===== src/rtl/seq_det_ctrl.sv =====
// Programmable serial sequence detector: latches a pattern/length/overlap/frame
// configuration, then counts pattern matches over exactly one frame of input bits.
module seq_det_ctrl #(
  parameter int MAXLEN = 8,
  parameter int CNTW   = 8
) (
  input  logic              clk,
  input  logic              rst,
  input  logic              cfg_valid,
  output logic              cfg_ready,
  input  logic [MAXLEN-1:0] cfg_pattern,
  input  logic [4:0]        cfg_len,
  input  logic              cfg_overlap,
  input  logic [15:0]       cfg_frame,
  input  logic              start,
  input  logic              abort,
  input  logic              i_valid,
  input  logic              i,
  output logic              q,
  output logic              busy,
  output logic              done,
  output logic              err,
  output logic [CNTW-1:0]   match_cnt
);

  typedef enum logic [1:0] {IDLE, ARMED, RUN, DONE} state_t;

  state_t            state_reg, state_next;
  logic [MAXLEN-1:0] pat_reg, pat_next;
  logic [4:0]        len_reg, len_next;
  logic              ovl_reg, ovl_next;
  logic [15:0]       frame_reg, frame_next;
  logic [MAXLEN-1:0] hist_reg, hist_next;
  logic [4:0]        fill_reg, fill_next;
  logic [15:0]       rem_reg, rem_next;
  logic              q_reg, q_next;
  logic              err_reg, err_next;
  logic [CNTW-1:0]   cnt_reg, cnt_next;

  logic [MAXLEN-1:0] len_mask;
  logic [MAXLEN-1:0] hist_shift;
  logic [4:0]        fill_inc;
  logic              hit;
  logic              cfg_ok;

  // Only the low len bits of history take part in the comparison.
  genvar gi;
  generate
    for (gi = 0; gi < MAXLEN; gi++) begin : g_mask
      assign len_mask[gi] = (5'(gi) < len_reg);
    end
  endgenerate

  assign hist_shift = {hist_reg[MAXLEN-2:0], i};
  assign fill_inc   = (fill_reg == 5'(MAXLEN)) ? fill_reg : fill_reg + 5'd1;
  assign hit        = (fill_inc >= len_reg) &&
                      (((hist_shift ^ pat_reg) & len_mask) == '0);
  assign cfg_ok     = (cfg_len != 5'd0) && (cfg_len <= 5'(MAXLEN)) &&
                      (cfg_frame != 16'd0);

  always_comb begin
    state_next = state_reg;
    pat_next   = pat_reg;
    len_next   = len_reg;
    ovl_next   = ovl_reg;
    frame_next = frame_reg;
    hist_next  = hist_reg;
    fill_next  = fill_reg;
    rem_next   = rem_reg;
    cnt_next   = cnt_reg;
    q_next     = 1'b0;
    err_next   = 1'b0;
    case (state_reg)
      IDLE: begin
        if (cfg_valid) begin
          if (cfg_ok) begin
            pat_next   = cfg_pattern;
            len_next   = cfg_len;
            ovl_next   = cfg_overlap;
            frame_next = cfg_frame;
            state_next = ARMED;
          end else begin
            err_next = 1'b1;
          end
        end
      end
      ARMED: begin
        if (abort) begin
          state_next = IDLE;
        end else if (start) begin
          state_next = RUN;
          cnt_next   = '0;
          hist_next  = '0;
          fill_next  = '0;
          rem_next   = frame_reg;
        end
      end
      RUN: begin
        if (abort) begin
          state_next = IDLE;
        end else if (i_valid) begin
          hist_next = hist_shift;
          rem_next  = rem_reg - 16'd1;
          // Non-overlapping mode restarts the fill so the next match needs len fresh bits.
          fill_next = (hit && !ovl_reg) ? 5'd0 : fill_inc;
          if (hit) begin
            q_next = 1'b1;
            if (!(&cnt_reg)) cnt_next = cnt_reg + CNTW'(1);
          end
          if (rem_reg == 16'd1) state_next = DONE;
        end
      end
      DONE: begin
        state_next = abort ? IDLE : ARMED;
      end
      default: state_next = IDLE;
    endcase
  end

  always_ff @(posedge clk) begin
    if (rst) begin
      state_reg <= IDLE;
      pat_reg   <= '0;
      len_reg   <= '0;
      ovl_reg   <= 1'b0;
      frame_reg <= '0;
      hist_reg  <= '0;
      fill_reg  <= '0;
      rem_reg   <= '0;
      cnt_reg   <= '0;
      q_reg     <= 1'b0;
      err_reg   <= 1'b0;
    end else begin
      state_reg <= state_next;
      pat_reg   <= pat_next;
      len_reg   <= len_next;
      ovl_reg   <= ovl_next;
      frame_reg <= frame_next;
      hist_reg  <= hist_next;
      fill_reg  <= fill_next;
      rem_reg   <= rem_next;
      cnt_reg   <= cnt_next;
      q_reg     <= q_next;
      err_reg   <= err_next;
    end
  end

  assign cfg_ready = (state_reg == IDLE);
  assign busy      = (state_reg == RUN);
  assign done      = (state_reg == DONE);
  assign q         = q_reg;
  assign err       = err_reg;
  assign match_cnt = cnt_reg;

endmodule


===== config.mk =====
export PLATFORM = sky130hd
export DESIGN_NAME = seq_det_ctrl
export DESIGN_NICKNAME = d
export VERILOG_FILES = /design/src/rtl/seq_det_ctrl.sv
export SDC_FILE = /design/constraint.sdc
export NUM_CORES = 1
export LEC_CHECK = 0
export CORE_ASPECT_RATIO = 0.7
export CORE_MARGIN = 4
export CORE_UTILIZATION = 59
export DETAILED_ROUTE_END_ITERATION = 16
export HOLD_SLACK_MARGIN = 0.15
export PLACE_DENSITY = 0.95
export SYNTH_ARGS = -nofsm -noshare
export SYNTH_HDL_FRONTEND = slang
export SYNTH_SLANG_ARGS = --single-unit

===== constraint.sdc =====
create_clock -name clk -period 7.35 [get_ports clk]
set_input_delay 1.1025 -clock clk [delete_from_list [all_inputs] [get_ports clk]]
set_output_delay 1.1025 -clock clk [all_outputs]
set_load 0.005 [all_outputs]

Yosys cells after proc, flatten, opt, wreduce, memory -nomap -nowiden. Index checks and enable logic that the tools add are counted.

Register bits: 70. Output and inout port bits: 13. Word-level logic and storage cells: 96.

$add $sub $neg: 3. Order comparisons: 10. Equal/unequal tests: 16. Muxes and demuxes: 33. Bitwise operators: 6. Reduce and logical (&&, ||, !) cells: 17.

Operators with widths (number): 16-bit 2-to-1 mux (4); 8-bit 2-to-1 mux (6); 16-bit one-hot mux with 2 select lines (1); 5-bit 2-to-1 mux (6); 3-bit by 5-bit less-than comparator with 1-bit output, first input constant (4); 16-bit by 1-bit equality test with 1-bit output, second input constant (1); 8-bit one-hot mux with 2 select lines (1); 16-bit nonzero test (1); 16-bit by 1-bit subtractor with 16-bit output, second input constant (1); 2-bit 2-to-1 mux (7); 7-bit 2-to-1 mux (2); 7-bit one-hot mux with 2 select lines (1); 2-bit != test, second input constant (6); 1-bit by 5-bit less-than comparator with 1-bit output, first input constant (2); 2-bit by 5-bit less-than comparator with 1-bit output, first input constant (2); 5-bit one-hot mux with 2 select lines (1); 5-bit AND reduction (2); 8-bit by 1-bit adder with 8-bit output, second input constant (1); 8-bit bitwise AND (1); 8-bit logical NOT (1); 2-bit one-hot mux with 4 select lines (1); 8-bit AND reduction (1); 8-bit bitwise XOR (1); 7-bit AND reduction (1); 19 further kinds (30).

Logic depth before layout (Yosys ltp). Gate-level depths: netlist (run 1).

Depth after elaboration: 9. Gate-level depth with buffers: 12.

Worst setup path before layout (run 1). No wires, ideal clock.

Path kind: reg-to-reg. Start: register fill_reg[0]. End: register cnt_reg[5], in the netlist match_cnt[5]. Arrival: 2.733 ns. Data required time: 7.280 ns. Path slack: 4.547 ns. Stages on the path, launching flop included: 12. Cell sequence: dfxtp_1 inv_1 ha_1 nor4bb_1 xnor2_1 ha_1 nand2b_1 a31oi_1 o21ai_0 nand4b_4 or4_1 a21oi_1.

Longest elaborated chain between the ends: 6. Elaborated cells on any way between the ends: 7. Classes of those cells: add/sub: 1; order compare: 1; eq/ne: 2; mux: 1; reduce/logical: 2.

RTL lines: from (decl) (line 34) `logic [4:0] fill_reg, fill_next;`; from (signal assigned) (line 140) `fill_reg <= fill_next;`; 5-bit by 1-bit adder with 5-bit output or 5-bit by 4-bit equality test with 1-bit output (tied branches) (line 55) `assign fill_inc = (fill_reg == 5'(MAXLEN)) ? fill_reg : fill_reg + 5'd1;`; 5-bit 2-to-1 mux (*) (line 55); 5-bit >= comparator (*) (line 56) `assign hit = (fill_inc >= len_reg) &&`; 1-bit logical AND (*) (line 56); 2-bit by 1-bit != test with 1-bit output (no line) (*); 7-bit AND reduction (no line) (*); to (signal assigned) (line 142) `cnt_reg <= cnt_next;`; to (decl) (line 38) `logic [CNTW-1:0] cnt_reg, cnt_next;`.

Mark *: on every way between the ends. The rest lies on a longest branch, timed or not. A chain may end at the register's enable or synchronous reset.

Worst setup path after layout (run 1).
Start: register state_reg[0]. End: output port busy.

Longest elaborated chain between the ends: 1.

RTL lines: from (decl) (line 28) `state_t state_reg, state_next;`; from (signal assigned) (line 134) `state_reg <= state_next;`; 2-bit equality test (line 149) `assign busy = (state_reg == RUN);`; to (decl) (line 20) `output logic busy,`.

No other way between the ends.

==> results of run 1 <==
-- cells by family (layout without fill, tap and decap cells) --
| logic type | after synthesis | in the layout |
|---|---|---|
| AND/OR/NAND/NOR | 172 | 172 |
| AO/OA/AOI/OAI | 89 | 89 |
| flip-flops | 70 | 70 |
| buffers and inverters | 35 | 80 |
| multiplexers | 30 | 30 |
| XOR/XNOR | 13 | 13 |
| adder cells (fa/ha/maj) | 11 | 11 |
-- critical path: stages, from the launching register on --
cell	delay (ns)
sky130_fd_sc_hd__dfxtp_1	0.38
sky130_fd_sc_hd__nand2b_1	0.12
sky130_fd_sc_hd__buf_4	0.32
sky130_fd_sc_hd__clkinv_1	0.66
sky130_fd_sc_hd__clkdlybuf4s50_1	0.66
-- power groups by stage --
stage                     registers, mW  logic (mW)  clock network, mW
after floorplan                   0.399      0.0439                  0
after global placement            0.401      0.0725                  0
after detailed placement          0.401      0.0749                  0
after CTS                         0.392      0.0760              0.343
after global routing              0.393      0.0824              0.363
final                             0.393      0.0764              0.341
-- worst min path at each step --
stage                 from          end  slack, ns  cells after the start
6_report       hist_reg[2]  hist_reg[2]       0.48                      2
5_1_grt        hist_reg[0]  hist_reg[0]       0.51                      2
3_3_place_gp   hist_reg[6]  hist_reg[6]       0.46                      2
3_5_place_dp   hist_reg[6]  hist_reg[6]       0.46                      2
2_1_floorplan  hist_reg[6]  hist_reg[6]       0.44                      2
4_1_cts        hist_reg[6]  hist_reg[6]       0.47                      2
-- per-layer routing --
| layer | up-vias | share of wire | track usage |
|---|---|---|---|
| li1 | 1584 | - | - |
| met4 | 0 | 0.013 | 0.0682 |
| met1 | 1583 | 0.43 | 0.314 |
| met5 | - | 0 | 0 |
| met2 | 154 | 0.47 | 0.412 |
| met3 | 21 | 0.086 | 0.0778 |
-- cells in the final DEF, fill, tap and decap left out, drive strengths merged, types with 10 or more instances in the layout --
master | synthesis | final
clkdlybuf4s50 | 0 | 48
dfxtp | 70 | 70
nand3 | 22 | 22
o21ai | 20 | 20
nand2 | 43 | 43
inv | 10 | 10
clkbuf | 24 | 12
ha | 10 | 10
a21oi | 23 | 23
nor3 | 10 | 10
mux2i | 30 | 30
nor2 | 55 | 55
-- metrics by stage --
stage / setup slack [ns] / util / power (mW) / instance area [um^2]
after floorplan: 4.55 / - / 0.443 / 3480
after global placement: 4.10 / 0.699 / 0.473 / 4010
after detailed placement: 3.97 / 0.699 / 0.476 / 4010
after CTS: 3.79 / 0.737 / 0.812 / 4220
after global routing: 3.59 / 0.737 / 0.839 / 4220
final: 3.75 / 0.737 / 0.810 / 4220
-- layout make-up --
| cell class | count | area [um^2] | area share |
|---|---|---|---|
| tap | 75 | 93.8 | 0.0222 |
| timing repair buffer | 53 | 515 | 0.122 |
| sequential | 70 | 1400 | 0.332 |
| clock buffer | 12 | 145 | 0.0344 |
| multi-input combinational | 315 | 1950 | 0.463 |
| clock inverter | 4 | 70.1 | 0.0166 |
| inverter | 11 | 41.3 | 0.00978 |
==> flow_results.org, run 1 <==
** Status
- The run finished with clean final reports.

** STA
- The smallest clock period supported by the final layout is computed as 3.60 ns.
- Final count of hold timing violations :: 0
- The final max-slew violation count is 0.
- Setup TNS :: 0 ns
- Min Hold Slack :: 0.483 ns
- Rel. slew slack :: 0.259
- At the pin with the least slew margin, the transition time is 1.11 ns.
- Period utilisation layout :: 0.490
- Worst clock skew on the final layout :: 0.00673 ns
- Achievable clock frequency :: 278 MHz
- Count of final setup violators :: 0
- Setup repair after global routing missed its margin :: no

** Final layout
- Compared with the post-synthesis result, the final layout area differs by 21.2%.
- Post-layout nets :: 507
- Number of filler instances in the final layout :: 401
- Final cell count without fillers :: between 500 and 600
- Number of diodes added for antenna fixing :: 0
- Fraction of layout cells with a size suffix above 1 :: 0.0495

** Placed design
- The congestion estimate from routability-driven global placement came to 0.876.
- Number of placed instances, taps included :: 524
- Input and output buffers added on the ports amount to 49.
- HPWL reported at the end of detailed placement :: 5950 um

** Logic synthesis
- Synthesized-area fraction occupied by xor and xnor cells :: 0.0327
- Gate count of the mapped netlist :: between 400 and 500
- A synthesized cell averages 8.29 um^2.
- #FFs+latches synth :: 70
- Combined area of all synthesized cells :: 3480 um^2
- Among all flip-flop cells after synthesis, the most frequent one is sky130_fd_sc_hd__dfxtp_1.
- Top-area cell type share of the netlist area :: 0.402
- For this run, the number of Yosys warnings is 0.
- Of the synthesized area, sequential elements account for 0.402.
- In the post-synthesis netlist, the cell with the most instances is sky130_fd_sc_hd__dfxtp_1.
- Yosys mapped a number of flops with a built-in enable equal to 0.
- Top post-synthesis cells by area :: sky130_fd_sc_hd__dfxtp_1 (40%), sky130_fd_sc_hd__mux2i_1 (8.6%), sky130_fd_sc_hd__nor2_1 (5.9%), sky130_fd_sc_hd__nand2_1 (4.6%), sky130_fd_sc_hd__ha_1 (3.6%)
- Fraction of registers with async set/reset :: 0
- By area, the combinational part of the netlist is dominated by simple AND/OR/NAND/NOR gates.
- Of the total synthesized cell area, the portion taken by full adders, half adders and majority gates is 0.0388.
- Of the total synthesized cell area, the portion taken by AND, OR, NAND and NOR gates is 0.239.
- Synthesis instantiated 45 different standard cells from the library.
- Share of cell area taken by muxes after synthesis :: 0.0862
- The commonest cells after synthesis are sky130_fd_sc_hd__dfxtp_1 (70), sky130_fd_sc_hd__nor2_1 (55), sky130_fd_sc_hd__nand2_1 (43), sky130_fd_sc_hd__mux2i_1 (30), sky130_fd_sc_hd__clkbuf_1 (24).
- Net count after synthesis :: 467
- sky130_fd_sc_hd__dfxtp_1 takes more of the synthesized area than any other cell.
- Synth Area in Compound Gates :: 0.163

** Drt
- Via Count :: roughly 3300
- Remaining routing DRC violations :: 0
- The first TritonRoute pass finished after 5 iterations.
- Dividing the detail-routed wire length by the instance count gives 16.2 um.
- Antenna violation net count after detailed routing :: 0
- In the routed layout, each cell is associated on average with a via count of roughly 6.2.
- After detailed routing, the total wire length is 8750 um.
- Violation count after the first detailed-routing iteration :: 304

** Clock network
- Buffers inserted by post-CTS timing repair :: 0
- The number of gates resized after CTS was 0.
- In this run the number of H-tree levels came out at 3.
- Number of buffers inserted for hold repair after clock tree synthesis :: 0
- Cell chosen for the clock root :: sky130_fd_sc_hd__clkbuf_8
- Later-pin clock latency in the skew report :: 0.35 ns
- Clk pin slew, worst setup/hold paths :: ~0.070 ns
- TritonCTS Buffers :: 9
- CTS Buffer Depth :: 2
- TritonCTS clock tree :: done
- Clock net sink count :: 70

** GRT
- Global routing finished with a remaining overflow of 0.
- Wire length of the first global-routing pass :: 14400 um
- Via count of the first global-routing pass :: 3113
- Pin count of the biggest net entering global routing :: a little over 60
- The number of antenna violations at the first check in global routing was 0.
- GRT Util Overall :: 0.248

** Critical path
- Setup Crit Path Kind :: register to primary output
- Tracing the worst setup path back leads to its startpoint at state_reg[0].
- Arrival time of the worst setup path :: 2.50 ns
- Data required time of the worst path :: between 6 and 7 ns
- Worst setup EP type :: primary output
- The number of cells on the worst reg-to-reg path is 11.
- The startpoint identified for the worst register-to-register timing path is fill_reg[0].
- The worst register-to-register path ends at match_cnt[5].
- Worst-case register-to-register setup slack :: about 4.0 ns
- Of all nets on the critical path, the largest fanout is 33.
- The worst setup path is launched from a register.
- End point of the critical path :: busy

** Job
- Number of max-capacitance violations reported :: 0

** Power
- Of the total power, the clock network draws 0.421.
- Internal power component :: 624 uW
- Part of the total power dissipated in combinational logic :: 0.094
- Switching power :: roughly 190 uW
- Total power per unit cell area :: 192 nW/um^2
- Of the total power, the share spent switching nets is 0.230.
- The share of total power dissipated in sequential elements is 0.485.
- In this run the static leakage power is 1.74 nW.
- IR analysis of the VDD net gives a maximum drop of 0.000150 V.

** Floorplanning
- The die is 72.3 um tall.
- Total Die Area :: 7210 um^2
- The floorplan has 23 rows.
- Core area :: 5730 um^2
- The floorplan step set the die width to 99.8 um.
- For this configuration, the core starts out at a cell density of 0.608.
- Top-level I/O count :: 50

** Hold path
- The path class of the tightest hold or removal check is register to register.
No activity file was read; power rests on OpenSTA's default activity.
==> run 2: changes to the inputs <==
--- a/config.mk
+++ b/config.mk
@@ -7,10 +7,10 @@
 export LEC_CHECK = 0
 export CORE_ASPECT_RATIO = 0.7
 export CORE_MARGIN = 4
-export CORE_UTILIZATION = 59
+export CORE_UTILIZATION = 54
 export DETAILED_ROUTE_END_ITERATION = 16
 export HOLD_SLACK_MARGIN = 0.15
-export PLACE_DENSITY = 0.95
+export PLACE_DENSITY = 0.91
 export SYNTH_ARGS = -nofsm -noshare
 export SYNTH_HDL_FRONTEND = slang
 export SYNTH_SLANG_ARGS = --single-unit
==> constraint.sdc (replaced) <==
create_clock -name clk -period 3.8 [get_ports clk]
set_input_delay 0.57 -clock clk [delete_from_list [all_inputs] [get_ports clk]]
set_output_delay 0.57 -clock clk [all_outputs]
set_load 0.005 [all_outputs]
==> run 2 against run 1 <==
Effect of this change: wire length shrank 0.89%; worst hold slack lost 0.0069 ns; combinational power grew 95%; final cell count grew 0.93%; critical path depth grew 7; sequential share of layout area shrank 0.14 points; sequential cell count is the same; via count shrank 1.4%; total power grew 88%; clock power grew 80%; clock skew grew 0.0045 ns; sequential power grew 93%.
==> flow_results.org, run 2 (synthesized netlist as in run 1, its figures left out) <==
** Power
- Peak supply drop :: 0.000200 V (+33%)
- Total power per unit cell area :: 359 nW/um^2 (+87%)
- Total power :: 1.52 mW (+88%)
- Static Leak :: 1.74 nW (+0.32%)

** Final layout
- Design area :: 4240 um^2 (+0.41%)
- Compared with the post-synthesis result, the final layout area differs by 21.7%.
- Number of diodes added for antenna fixing :: 0 (unchanged)
- The fraction of final layout cells with drive strength greater than 1 came to 0.0535 (+0.00407).
- Final cell count without fillers :: 545 (+0.93%)
- Most common cell after layout, fill and taps aside :: sky130_fd_sc_hd__dfxtp_1
- The net total in the final layout came to 509 (+0.39%).
- The share of the core filled with cells is 0.678 (-0.0585).
- Highest-count cells in the layout ignoring fill and taps :: sky130_fd_sc_hd__dfxtp_1 (70), sky130_fd_sc_hd__nor2_1 (55), sky130_fd_sc_hd__clkdlybuf4s50_1 (48), sky130_fd_sc_hd__nand2_1 (43), sky130_fd_sc_hd__mux2i_1 (30)

** STA
- Setup TNS :: 0 ns (unchanged)
- In the finished design, the share of the clock period the worst path needs comes to 0.856.
- Setup repair after global routing left no endpoint under its margin.
- The worst slew slack as a fraction of its limit is 0.508 (+0.249).
- The measured slew at the worst slew-check pin came to 0.728 ns (-0.383 ns).
- Worst clock skew on the final layout :: 0.0112 ns (+0.00446 ns)
- The clock period could shrink to 3.25 ns.
- Count of final setup violators :: 0 (unchanged)
- The number of hold violations in the final report was 0 (unchanged).
- Fin. max-slew vios :: 0 (unchanged)
- Achievable clock frequency :: 307 MHz

** Drt
- The initial detailed-routing violation count was 263 (-13%).
- Total wirelength of the detailed-routed design :: 8670 um (-0.89%)
- Via-per-instance ratio :: 6.04 (-2.3%)
- The vias after detailed routing is 3294 (-1.4%).
- Remaining routing DRC violations :: 0 (unchanged)
- The post-detailed-route wirelength per cell was 15.9 um (-1.8%).
- Number of iterations in the first detailed-routing pass :: 5 (unchanged)
- Antenna violation net count after detailed routing :: 0 (unchanged)

** Hold path
- In this run the most critical hold path is launched from hist_reg[6].
- For hold timing, the worst endpoint is hist_reg[6].
- The worst hold path belongs to the class register to register.
- The worst hold path depth came to 2 (unchanged).

** Clock network
- The count of instances resized after the clock tree is built came to 0 (unchanged).
- Buffers inserted by post-CTS timing repair :: 0 (unchanged)
- The cell sitting at the root of the clock tree is a sky130_fd_sc_hd__clkbuf_8.
- The H-tree depth reported by CTS is 3 (unchanged).
- The number of buffers inserted during clock tree synthesis came to 9 (unchanged).
- The number of buffers between clock root and the deepest sink is 2 (unchanged).
- TritonCTS clock tree :: done
- The clock latency at the later pin of the worst-skew pair came to 0.36 ns (about the same).
- The post-cts hold buffer count was 0 (unchanged).
- Clock net sink count :: 70 (unchanged)
- The clock-pin slew reported for the worst setup and hold paths after clock tree synthesis is 0.07 ns (about the same).

** Floorplanning
- Die span in y :: 75.2 um (+4.0%)
- The number of primary I/O pins is 50 (unchanged).
- The standard-cell row count was 24 (+4.3%).
- The area of the placeable core is 6250 um^2 (+9.1%).
- Starting Density :: 0.557 (-0.0505)
- DIE WIDTH :: 104 um (+4.2%)
- Total Die Area :: 7820 um^2 (+8.4%)

** Placed design
- The count of input and output buffers is 49 (unchanged).
- Number of placed instances, taps included :: 529 (+0.95%)
- DP Area :: 4040 um^2 (+0.78%)
- The half-perimeter wire length of the detailed placement result is 6040 um (+1.5%).
- The routability-driven placement congestion ratio is 0.832 (-5.0%).

** Critical path
- The worst setup path is of the register to register kind.
- Worst-case register-to-register setup slack :: 0.55 ns (-3.44 ns)
- The required time at the worst-slack endpoint was 4.09 ns (-2.16 ns).
- Reg2Reg Depth :: 11 (unchanged)
- The arrival time at the worst endpoint came to 3.54 ns (+1.04 ns).
- STA classifies the critical path startpoint as a register.
- Worst setup EP type :: register
- R2R Path End :: match_cnt[6]
- The worst register-to-register path begins at fill_reg[0].
- CP Max Fanout :: 18 (-45%)

** Job
- The reported max-cap violation count was 0 (unchanged).

** GRT
- Initial antenna violation count :: 0 (unchanged)
- The total congestion overflow came to 0 (unchanged).
- Via count of the first global-routing pass :: 3046 (-2.2%)
- The total routing resource utilization after global routing is 0.227 (-0.0216).
- The largest net degree at the start of global routing came to 45 (-27%).
- Wire length of the first global-routing pass :: 14200 um (-1.3%)

** Status
- The flow ran to the end, and the final reports show no timing, DRC or antenna violations.
## run 2: changes by cell type in the layout (fill, tap and decap cells not counted), sizes merged
| cell | before | now |
|---|---|---|
| clkinvlp | 0 | 1 |
| clkbuf | 12 | 13 |
| buf | 5 | 7 |
| bufinv | 2 | 1 |
| clkinv | 3 | 2 |
## run 2: power breakdown
group | internal, mW | total (mW) | switching, mW | leakage [nW]
clock | 0.338 | 0.613 | 0.275 | 0.0996
sequential | 0.748 | 0.759 | 0.0110 | 0.566
combinational | 0.0752 | 0.149 | 0.0733 | 1.08
total | 1.16 | 1.52 | 0.359 | 1.74
## run 2: final cells by class
class                           count  area (um^2)
Fill cell                         473         2010
Multi-Input combinational cell    315         1950
Sequential cell                    70         1400
Timing Repair Buffer               55          543
Clock buffer                       13          159
Tap cell                           78         97.6
Clock inverter                      3         42.5
Inverter                           11         41.3
## run 2: worst max-delay path by stage
stage,start,end,slack (ns)
final,fill_reg[0],match_cnt[6],0.55
after global routing,fill_reg[0],match_cnt[6],0.28
after CTS,fill_reg[0],match_cnt[6],0.54
after detailed placement,fill_reg[0],match_cnt[6],0.55
after global placement,fill_reg[0],match_cnt[5],0.73
after floorplan,fill_reg[0],match_cnt[5],1.0
## run 2: worst max-delay path, cell delays in order, from the launching register on
cell and delay (ns):
sky130_fd_sc_hd__dfxtp_1 0.36, sky130_fd_sc_hd__inv_1 0.11, sky130_fd_sc_hd__ha_1 0.15, sky130_fd_sc_hd__nor4bb_1 0.65
sky130_fd_sc_hd__xnor2_1 0.16, sky130_fd_sc_hd__ha_1 0.30, sky130_fd_sc_hd__nand2b_1 0.09, sky130_fd_sc_hd__a31oi_1 0.07
sky130_fd_sc_hd__o21ai_0 0.30, sky130_fd_sc_hd__nand4b_4 0.27, sky130_fd_sc_hd__or4_1 0.56, sky130_fd_sc_hd__a21oi_1 0.16
## run 2: metal layers
| layer | share of wire | up-vias | global-route usage |
|---|---|---|---|
| li1 | - | 1592 | - |
| met1 | 0.43 | 1543 | 0.283 |
| met2 | 0.47 | 142 | 0.373 |
| met3 | 0.077 | 17 | 0.0840 |
| met4 | 0.015 | 0 | 0.0693 |
| met5 | 0 | - | 0 |
## run 2: through the flow
stage          hold WS, ns  setup WS [ns]
2_1_floorplan        0.444          0.997
3_3_place_gp         0.454          0.729
3_5_place_dp         0.464          0.546
4_1_cts              0.474          0.537
5_1_grt              0.513          0.275
6_report             0.476          0.547
